===== config.mk =====
export PLATFORM = sky130hd
export DESIGN_NAME = run_ctl
export DESIGN_NICKNAME = d
export VERILOG_FILES = /design/src/rtl/definitions_pkg.sv /design/src/rtl/cyc_cnt.sv /design/src/rtl/run_ctl.sv
export SDC_FILE = /design/constraint.sdc
export NUM_CORES = 1
export LEC_CHECK = 0
export CORE_ASPECT_RATIO = 1.5
export CORE_MARGIN = 3
export CORE_UTILIZATION = 38
export CTS_CLUSTER_SIZE = 28
export DETAILED_ROUTE_END_ITERATION = 16
export PLACE_DENSITY = 0.87
export SYNTH_ARGS = -nofsm -noshare
export SYNTH_HDL_FRONTEND = slang
export SYNTH_HIERARCHICAL = 1
export SYNTH_SLANG_ARGS = --single-unit

===== constraint.sdc =====
create_clock -name clk -period 3.9 [get_ports clk]
set_input_delay 0.78 -clock clk [delete_from_list [all_inputs] [get_ports clk]]
set_output_delay 0.78 -clock clk [all_outputs]
set_load 0.02 [all_outputs]

===== src/rtl/definitions_pkg.sv =====
// Shared types and defaults for the run controller and its cycle counter.
package definitions;

    typedef enum logic [1:0] {RC_IDLE, RC_RST, RC_RUN, RC_FIN} run_st_t;

    localparam int kMAX_CYCLES = 1000;

endpackage


===== src/rtl/cyc_cnt.sv =====
// Run-cycle counter: cleared on request, counts while enabled, saturates at the run limit.
module cyc_cnt
    import definitions::*;
#(
    parameter int CW         = 16,
    parameter int MAX_CYCLES = kMAX_CYCLES
) (
    input  logic          clk,
    input  logic          reset,
    input  logic          clr,
    input  logic          en,
    output logic [CW-1:0] count,
    output logic          hit
);

    localparam logic [CW-1:0] LIMIT = CW'(MAX_CYCLES);
    localparam logic [CW-1:0] LAST  = CW'(MAX_CYCLES - 1);

    logic [CW-1:0] count_q, count_d;

    // The FSM leaves RUN at LIMIT anyway; the guard keeps the count from wrapping.
    always_comb begin
        count_d = count_q;
        if (clr) begin
            count_d = '0;
        end else if (en && (count_q != LIMIT)) begin
            count_d = count_q + 1'b1;
        end
    end

    always_ff @(posedge clk) begin
        if (!reset) begin
            count_q <= '0;
        end else begin
            count_q <= count_d;
        end
    end

    assign count = count_q;
    assign hit   = (count_q == LAST);

endmodule


===== src/rtl/run_ctl.sv =====
// Run controller for the single-cycle core: parks the core, arbitrates the dmem port
// between host and core, and times each run against a cycle limit.
module run_ctl
    import definitions::*;
#(
    parameter int AW         = 8,
    parameter int DW         = 8,
    parameter int CW         = 16,
    parameter int MAX_CYCLES = kMAX_CYCLES
) (
    input  logic          clk,
    input  logic          reset,
    input  logic          start,
    output logic          busy,
    output logic          fin,
    output logic          timeout,
    output logic [CW-1:0] cycles,
    input  logic          host_req,
    input  logic          host_we,
    input  logic [AW-1:0] host_addr,
    input  logic [DW-1:0] host_wdata,
    output logic          host_gnt,
    output logic [DW-1:0] host_rdata,
    output logic          core_rst,
    input  logic          core_done,
    input  logic          core_we,
    input  logic [AW-1:0] core_addr,
    input  logic [DW-1:0] core_wdata,
    output logic [DW-1:0] core_rdata,
    output logic          dm_we,
    output logic [AW-1:0] dm_addr,
    output logic [DW-1:0] dm_di,
    input  logic [DW-1:0] dm_dout
);

    run_st_t state_q, state_d;
    logic    fin_q, fin_d;
    logic    timeout_q, timeout_d;
    logic    cnt_clr, cnt_en, cnt_hit;

    assign cnt_clr = (state_q == RC_RST);
    assign cnt_en  = (state_q == RC_RUN);

    cyc_cnt #(
        .CW         (CW),
        .MAX_CYCLES (MAX_CYCLES)
    ) u_cyc_cnt (
        .clk   (clk),
        .reset (reset),
        .clr   (cnt_clr),
        .en    (cnt_en),
        .count (cycles),
        .hit   (cnt_hit)
    );

    always_ff @(posedge clk) begin
        if (!reset) begin
            state_q   <= RC_IDLE;
            fin_q     <= 1'b0;
            timeout_q <= 1'b0;
        end else begin
            state_q   <= state_d;
            fin_q     <= fin_d;
            timeout_q <= timeout_d;
        end
    end

    // Done is checked before the limit so a coincident finish is not a timeout.
    always_comb begin
        state_d   = state_q;
        timeout_d = timeout_q;
        case (state_q)
            RC_IDLE: if (start) state_d = RC_RST;
            RC_RST: begin
                state_d   = RC_RUN;
                timeout_d = 1'b0;
            end
            RC_RUN: begin
                if (core_done) begin
                    state_d   = RC_FIN;
                    timeout_d = 1'b0;
                end else if (cnt_hit) begin
                    state_d   = RC_FIN;
                    timeout_d = 1'b1;
                end
            end
            RC_FIN:  state_d = RC_IDLE;
            default: state_d = RC_IDLE;
        endcase
        fin_d = (state_d == RC_FIN);
    end

    always_comb begin
        busy     = (state_q == RC_RST) || (state_q == RC_RUN);
        core_rst = (state_q != RC_RUN);
        host_gnt = host_req && ((state_q == RC_IDLE) || (state_q == RC_FIN));
        dm_we    = 1'b0;
        dm_addr  = '0;
        dm_di    = '0;
        if (host_gnt) begin
            dm_we   = host_we;
            dm_addr = host_addr;
            dm_di   = host_wdata;
        end else if (busy) begin
            dm_we   = core_we && (state_q == RC_RUN);
            dm_addr = core_addr;
            dm_di   = core_wdata;
        end
    end

    assign fin        = fin_q;
    assign timeout    = timeout_q;
    assign host_rdata = dm_dout;
    assign core_rdata = dm_dout;

endmodule

# Yosys cells after proc, flatten, opt, wreduce, memory -nomap -nowiden
# Cells that the tools add are included.
dict set report totals {
  output_inout_bits 54
  regBits 20
  elab_cells 36
}
dict set report op_classes {
  reduce_logical 9
  bitwise_logic 1
  mux 13
  n_eq_ne 8
  add_sub_neg 1
}
# cell n
set ops {}
lappend ops {{two-way mux 8 bit} 4}
lappend ops {{adder 16 x 1 -> 16 bit (second input constant)} 1}
lappend ops {{equality test 16 x 10 -> 1 bit (second input constant)} 1}
lappend ops {{!= test 16 x 10 -> 1 bit (second input constant)} 1}
lappend ops {{one-hot mux 2 bit (4 select lines)} 1}
lappend ops {{equality test 2 bit (second input constant)} 3}
lappend ops {{two-way mux 2 bit} 3}
lappend ops {{two-way mux 1 bit} 4}
lappend ops {{logical AND 1 bit} 3}
lappend ops {{!= test 3 bit (second input constant)} 1}
lappend ops {{equality test 2 x 1 -> 1 bit (second input constant)} 1}
lappend ops {{logical NOT 2 bit} 1}
lappend ops {{logical OR 1 bit} 2}
lappend ops {{!= test 2 bit (second input constant)} 1}
lappend ops {{one-hot mux 1 bit (2 select lines)} 1}
lappend ops {{AND reduction 2 bit} 1}
lappend ops {{nonzero test 2 bit} 1}
lappend ops {{OR reduction 2 bit} 1}
lappend ops {{inverter 1 bit} 1}

# Depth between registers and ports, before layout
# Gate-level depths: netlist of run 1.
dict set report depth {
  depth_word 5
  depth_mapped 7
}

# Hierarchy
# Netlist of run 1, hierarchy kept.
# module instances seq_area_each_um2 area_each_um2 cells_each
set modules_own_cells {}
lappend modules_own_cells {cyc_cnt 1 320.3 814.5 97}
lappend modules_own_cells {run_ctl 1 80.1 609.3 95}

# Worst setup path after synthesis of run 1
# OpenSTA, ideal clock, no wires.
dict set report synth_timing {
  path_type {register to output}
  from {reg state_q[0]}
  to {out dm_di[2]}
  path_buffers 1
  arrival_time_ns 1.550
  required_time_ns 3.120
  stages_incl_launch_ff 5
  slack_ns 1.570
  cell_sequence {dfxtp_1 inv_1 ha_1 buf_2 o21ai_0}
}
dict set report synth_between {
  elab_chain_cells 4
  elab_cells_between_ends 9
  classes_between {eq/ne (3); mux (2); reduce/logical (4)}
}
# element line_no
set synth_lines {}
lappend synth_lines {{start: declaration} run_ctl.sv:36} ;# run_st_t state_q, state_d;
lappend synth_lines {{start signal: assignment} run_ctl.sv:62} ;# state_q <= state_d;
lappend synth_lines {{equality test 2 x 1 -> 1 bit / equality test 2 bit (equally long branches)} run_ctl.sv:94} ;# busy = (state_q == RC_RST) || (state_q == RC_RUN);
lappend synth_lines {{logical OR 1 bit (*)} run_ctl.sv:94}
lappend synth_lines {{via busy} run_ctl.sv:14} ;# output logic busy,
lappend synth_lines {{two-way mux 8 bit (*)} run_ctl.sv:104} ;# end else if (busy) begin
lappend synth_lines {{two-way mux 8 bit (*)} run_ctl.sv:100} ;# if (host_gnt) begin
lappend synth_lines {{end: declaration} run_ctl.sv:32} ;# output logic [DW-1:0] dm_di,
# The timed path passes the listed nets; every way through them passes the cells marked *.

# Worst setup path in the final report of run 1
dict set report layout_timing {
  from {in host_req}
  to {out dm_di[7]}
}
dict set report layout_between {
  elab_chain_cells 2
}
# element line_no
set layout_lines {}
lappend layout_lines {{start: declaration} run_ctl.sv:18} ;# input logic host_req,
lappend layout_lines {{logical AND 1 bit} run_ctl.sv:96} ;# host_gnt = host_req && ((state_q == RC_IDLE) || (state_q == RC_FIN));
lappend layout_lines {{two-way mux 8 bit} run_ctl.sv:100}
# Every way passes these cells.

==> impl_metrics.tcl, run 1 <==
set metrics [dict create \
    power_density_mw_per_mm2 563 \
    row_count 26 \
    hpwl_um 2990 \
    cts_buffers 3 \
    fill_cells 309 \
    fin_nets 303 \
    dp_slack_ns 0.563 \
    cts_resized 0 \
    tritoncts "built" \
    die-area_mm2 0.00453 \
    final_max_slew_viol_count 0 \
    stdcell_count 291 \
    hold_viol_final 0 \
    grtUsageTotal_pct 18.0 \
    post_drt_wl_per_cell_um 13.4 \
    die_x_um 56.0 \
    drv_cap 0 \
    via_per_inst 5.18 \
    ys_warn_count 6 \
    netlist.area_leader.share_pct 28.1 \
    rsz0062_at_grt "no" \
    core_area_mm2 0.00351 \
    p_total_mw 1.19 \
    synth-simple-area-share_pct 34.2 \
    via_count 1506 \
    synthAdderAreaFrac_pct 5.27 \
    setup_slack_ns 0.588 \
    fmax_ghz 0.302 \
    tightest_slew_ns 0.607 \
    netlist_area_mm2 0.00142 \
    synthDistinctLibCells 40 \
    synthCells 192 \
    clock_latency_ns 0.26 \
    status "completed" \
    grt_max_degree 24 \
    min_period_ns 3.31 \
    synthMuxAreaShare_pct 0 \
    die_y_um 81.0 \
    crit_path_max_fanout 18 \
    required_ns 3.12 \
    synth.avg_cell_area_um2 7.42 \
    cts-root-buf "clkbuf_8" \
    crit_path_end_kind "primary output" \
    finalWirelength_um 3900 \
    use_met2_pct 32.6 \
    clk_pin_slew_ns 0.07 \
    synth.ff_latch_count 20 \
    fin_skew_ns 0.00177 \
    path_class "primary input to primary output" \
    syn_to_final_growth_pct 49.1 \
    final_antenna_net_count 0 \
    grt_pass1_wl_um 6530 \
    grtUsageMet3_pct 5.56 \
    grt_overflow_total 0 \
    peakVddDrop_mv 0.556 \
    cp.arrival_ns 2.53 \
    synth.area.top_cells "dfxtp_1, nand2_1, buf_4, ha_1, o21ai_0" \
    drc 0 \
    clock_path_buffers 2 \
    post_cts_buffers 0 \
    num_io_pins 101 \
    final_layout_size_suffix_gt1_share_pct 5.62 \
    first_iter_violations 32 \
    ys_seq_area_share_pct 28.1 \
    period_share_pct 84.9 \
    antenna_found_initial 0 \
    met1_usage_pct 18.8 \
    synth_top_family_by_area "simple AND/OR/NAND/NOR gates" \
    firstDrtPassIters 4 \
    synth_top_area_cell "dfxtp_1" \
    grt.busiest_layer "met2" \
    leakage_nw 0.770 \
    htree_levels 1 \
    hold_class "flop to flop" \
    num_antenna_cells 0 \
    synth_xor_area_share_pct 6.77 \
    clock-sinks 20 \
    place_congestion 0.767 \
    slew_headroom_pct 59.5 \
    fin_setup_tns_ns 0 \
    io_buffer_count 76 \
    dp.cells 287 \
    cts_hold_buf 0 \
    grt_pass1_vias 1516 \
    syn_nets 245 \
    start_kind "primary input" \
    finalSetupViolations 0 \
    synth_compound_area_share_pct 11.4 \
    start_util_pct 40.5 \
]
==> critical path, cell delays in order <==
cell and delay (ns):
clkdlybuf4s50_1 0.83, nand2_1 0.12, o21ai_0 0.16, clkdlybuf4s50_1 0.64
==> report_power, final <==
part	switching [mW]	leakage, nW	internal, mW
Sequential	0.0165	0.162	0.222
Combinational	0.437	0.579	0.357
Clock	0.0715	0.0288	0.0901
Total	0.525	0.770	0.669
==> state kept, by name, summed over array words and instances (netlist names) <==
| register | flops |
|---|---|
| fin | 1 |
| state_q | 2 |
| timeout | 1 |
| u_cyc_cnt/count | 16 |
==> kinds of logic (layout without fill, tap and decap cells) <==
logic type | after synthesis | in the layout
AOI/OAI and AO/OA | 29 | 29
xor gates and xnor gates | 11 | 11
adders and majority gates | 6 | 6
buffers and inverters | 31 | 88
DFF | 20 | 20
and+or+nand+nor | 95 | 95
==> final timing paths <==
kind / startpoint / to / slack, ns / cells after the start
max: host_req / dm_di[7] / 0.59 / 4
min: u_cyc_cnt/count[13] / u_cyc_cnt/count[13] / 0.54 / 2
max reg2reg: u_cyc_cnt/count[5] / fin / 2.03 / 5
min reg2reg: u_cyc_cnt/count[13] / u_cyc_cnt/count[13] / 0.54 / 2
==> per-stage QoR <==
stage          utilization, %  hold slack [ns]  area [um^2]
2_1_floorplan               -            0.563         1420
3_3_place_gp             58.9            0.509         2070
3_5_place_dp             58.9            0.518         2070
4_1_cts                  60.4            0.529         2120
5_1_grt                  60.4            0.558         2120
6_report                 60.4            0.539         2120
==> area by class of cell <==
cell class / count / area [um^2] / share of cell area (%)
multi-input combinational: 141 / 821 / 38.7
inverter: 7 / 26.3 / 1.24
clock buffer: 4 / 55.1 / 2.59
tap: 42 / 52.6 / 2.47
timing repair buffer: 77 / 768 / 36.2
sequential: 20 / 400 / 18.9
==> cells in the mapped netlist, drive strengths merged <==
library cell  count
a211oi            1
a21oi             4
a31o              1
a31oi             1
a41o              1
and2              1
and3              2
and3b             1
and4              3
buf              22
clkbuf            2
dfxtp            20
ha                6
inv               7
nand2            42
nand2b            1
nand3             6
nand3b            1
nand4             5
nor2             16
nor2b             2
nor3              6
nor3b             1
nor4              4
nor4b             2
o21ai            21
or2b              1
or3               1
xnor2             6
xor2              5
==> placed cells by master (no fill, tap or decap), types with 2 or more instances in the layout <==
cell,n
xnor2_1,6
xor2_1,5
nor2_1,16
a21oi_1,4
nor2b_1,2
and3_1,2
clkdlybuf4s50_1,76
nor4_1,2
o21ai_1,9
ha_1,6
inv_1,7
nor3_1,5
dfxtp_1,20
clkbuf_8,4
o21ai_0,12
nand3_1,6
nor4_2,2
nand4_1,4
nand2_1,42
==> metal layers <==
| layer | wire length (um) | vias up |
|---|---|---|
| met5 | 0 | - |
| met1 | 1430 | 659 |
| met3 | 435 | 8 |
| li1 | - | 745 |
| met4 | 65 | 0 |
| met2 | 1970 | 94 |
(Power assumes the default switching activity.)
==> inputs of run 2 (changes only) <==
--- a/config.mk
+++ b/config.mk
@@ -7,10 +7,10 @@
 export LEC_CHECK = 0
 export CORE_ASPECT_RATIO = 1.5
 export CORE_MARGIN = 3
-export CORE_UTILIZATION = 38
+export CORE_UTILIZATION = 35
 export CTS_CLUSTER_SIZE = 28
 export DETAILED_ROUTE_END_ITERATION = 16
-export PLACE_DENSITY = 0.87
+export PLACE_DENSITY = 0.81
 export SYNTH_ARGS = -nofsm -noshare
 export SYNTH_HDL_FRONTEND = slang
 export SYNTH_HIERARCHICAL = 1
==> constraint.sdc (replaced) <==
create_clock -name clk -period 3.45 [get_ports clk]
set_input_delay 0.69 -clock clk [delete_from_list [all_inputs] [get_ports clk]]
set_output_delay 0.69 -clock clk [all_outputs]
set_load 0.02 [all_outputs]
==> impl_metrics.tcl, run 2 (synthesis results as in run 1) <==
set metrics [dict create \
    die-area_mm2 0.00489 \
    finalSetupViolations 0 \
    start_kind "primary input" \
    first_iter_violations 40 \
    final_layout_size_suffix_gt1_share_pct 6.00 \
    fin_setup_tns_ns 0 \
    clock_path_buffers 2 \
    rsz0062_at_grt "no" \
    hold_viol_final 0 \
    clock-sinks 20 \
    fmax_ghz 0.344 \
    post_drt_wl_per_cell_um 13.2 \
    min_period_ns 2.91 \
    status "completed" \
    required_ns 2.76 \
    clock_latency_ns 0.26 \
    grt_max_degree 40 \
    via_count 1479 \
    grt_pass1_vias 1480 \
    cts-root-buf "clkbuf_8" \
    place_congestion 0.849 \
    io_buffer_count 76 \
    antenna_found_initial 0 \
    final_max_slew_viol_count 0 \
    die_y_um 84.1 \
    crit_path_end_kind "primary output" \
    worst_r2r_startpoint "u_cyc_cnt/count[5]" \
    leakage_nw 0.775 \
    drv_cap 0 \
    crit_path_max_fanout 18 \
    final_common_cell "clkdlybuf4s50_1" \
    crit_start "host_req" \
    fin_skew_ns 0.00139 \
    htree_levels 1 \
    cts_resized 0 \
    power_density_mw_per_mm2 631 \
    num_antenna_cells 0 \
    drc 0 \
    row_count 27 \
    post-route-util_pct 56.3 \
    stdcell_count 293 \
    slew_headroom_pct 57.8 \
    layout_common_cells "clkdlybuf4s50_1, nand2_1, dfxtp_1, nor2_1, o21ai_0" \
    cp.arrival_ns 2.22 \
    peakVddDrop_mv 0.621 \
    cts_hold_buf 0 \
    dp.cells 289 \
    start_util_pct 37.6 \
    p_total_mw 1.34 \
    grt_overflow_total 0 \
    hold_class "flop to flop" \
    cts_buffers 3 \
    tritoncts "built" \
    die_x_um 58.1 \
    fin_nets 304 \
    post_cts_buffers 0 \
    fill_cells 345 \
    tightest_slew_ns 0.633 \
    clk_pin_slew_ns 0.07 \
    largest_reg_flops 16 \
    firstDrtPassIters 4 \
    hpwl_um 3040 \
    num_io_pins 101 \
    core_area_mm2 0.00378 \
    grt_pass1_wl_um 6270 \
    ff2ff_setup_slack_ns 1.47 \
    path_class "primary input to primary output" \
    hp-start "u_cyc_cnt/count[13]" \
    final_antenna_net_count 0 \
    via_per_inst 5.05 \
    period_share_pct 84.3 \
    syn_to_final_growth_pct 49.7 \
    finalWirelength_um 3870 \
    grtUsageTotal_pct 16.0 \
]
==> run 2: changes by cell type in the layout (fill, tap and decap cells not counted), sizes merged <==
| cell | change |
|---|---|
| buf | +1 |
==> run 2: layout make-up <==
| cell class | count | area, um^2 | area share, % |
|---|---|---|---|
| clock buffer | 4 | 55.1 | 2.58 |
| inverter | 7 | 26.3 | 1.23 |
| multi-input combinational | 141 | 821 | 38.5 |
| sequential | 20 | 400 | 18.8 |
| tap | 43 | 53.8 | 2.52 |
| timing repair buffer | 78 | 776 | 36.4 |
==> run 2: report_power, final <==
group / total [mW] / switching, mW / internal, mW
combinational: 0.896 / 0.497 / 0.399
clock: 0.179 / 0.0774 / 0.102
sequential: 0.270 / 0.0190 / 0.251
==> run 2: routing by layer <==
layer  vias up  share of wire, %  global-route usage [%]  wire (um)
met5         -                 0                       0          0
met4         0               1.5                    6.33         57
met3         9                11                    5.88        444
met2        82                47                    27.9       1830
met1       642                40                    17.0       1540
li1        746                 -                       -          -
==> run 2: worst paths after layout <==
check	to	depth (start not counted)
max	dm_di[6]	5
min	u_cyc_cnt/count[13]	2
max reg2reg	fin	5
min reg2reg	u_cyc_cnt/count[13]	2
==> run 2: worst max-delay path: stages <==
cell	delay, ns
clkdlybuf4s50_1	0.46
buf_4	0.20
nand2_1	0.08
o21ai_1	0.15
clkdlybuf4s50_1	0.63
==> run 2: through the flow <==
stage | instance area [um^2] | hold WS, ns | worst slack (ns)
2_1_floorplan | 1420 | 0.563 | 1.21
3_3_place_gp | 2080 | 0.509 | 0.545
3_5_place_dp | 2080 | 0.514 | 0.535
4_1_cts | 2130 | 0.523 | 0.518
5_1_grt | 2130 | 0.568 | 0.394
6_report | 2130 | 0.530 | 0.543
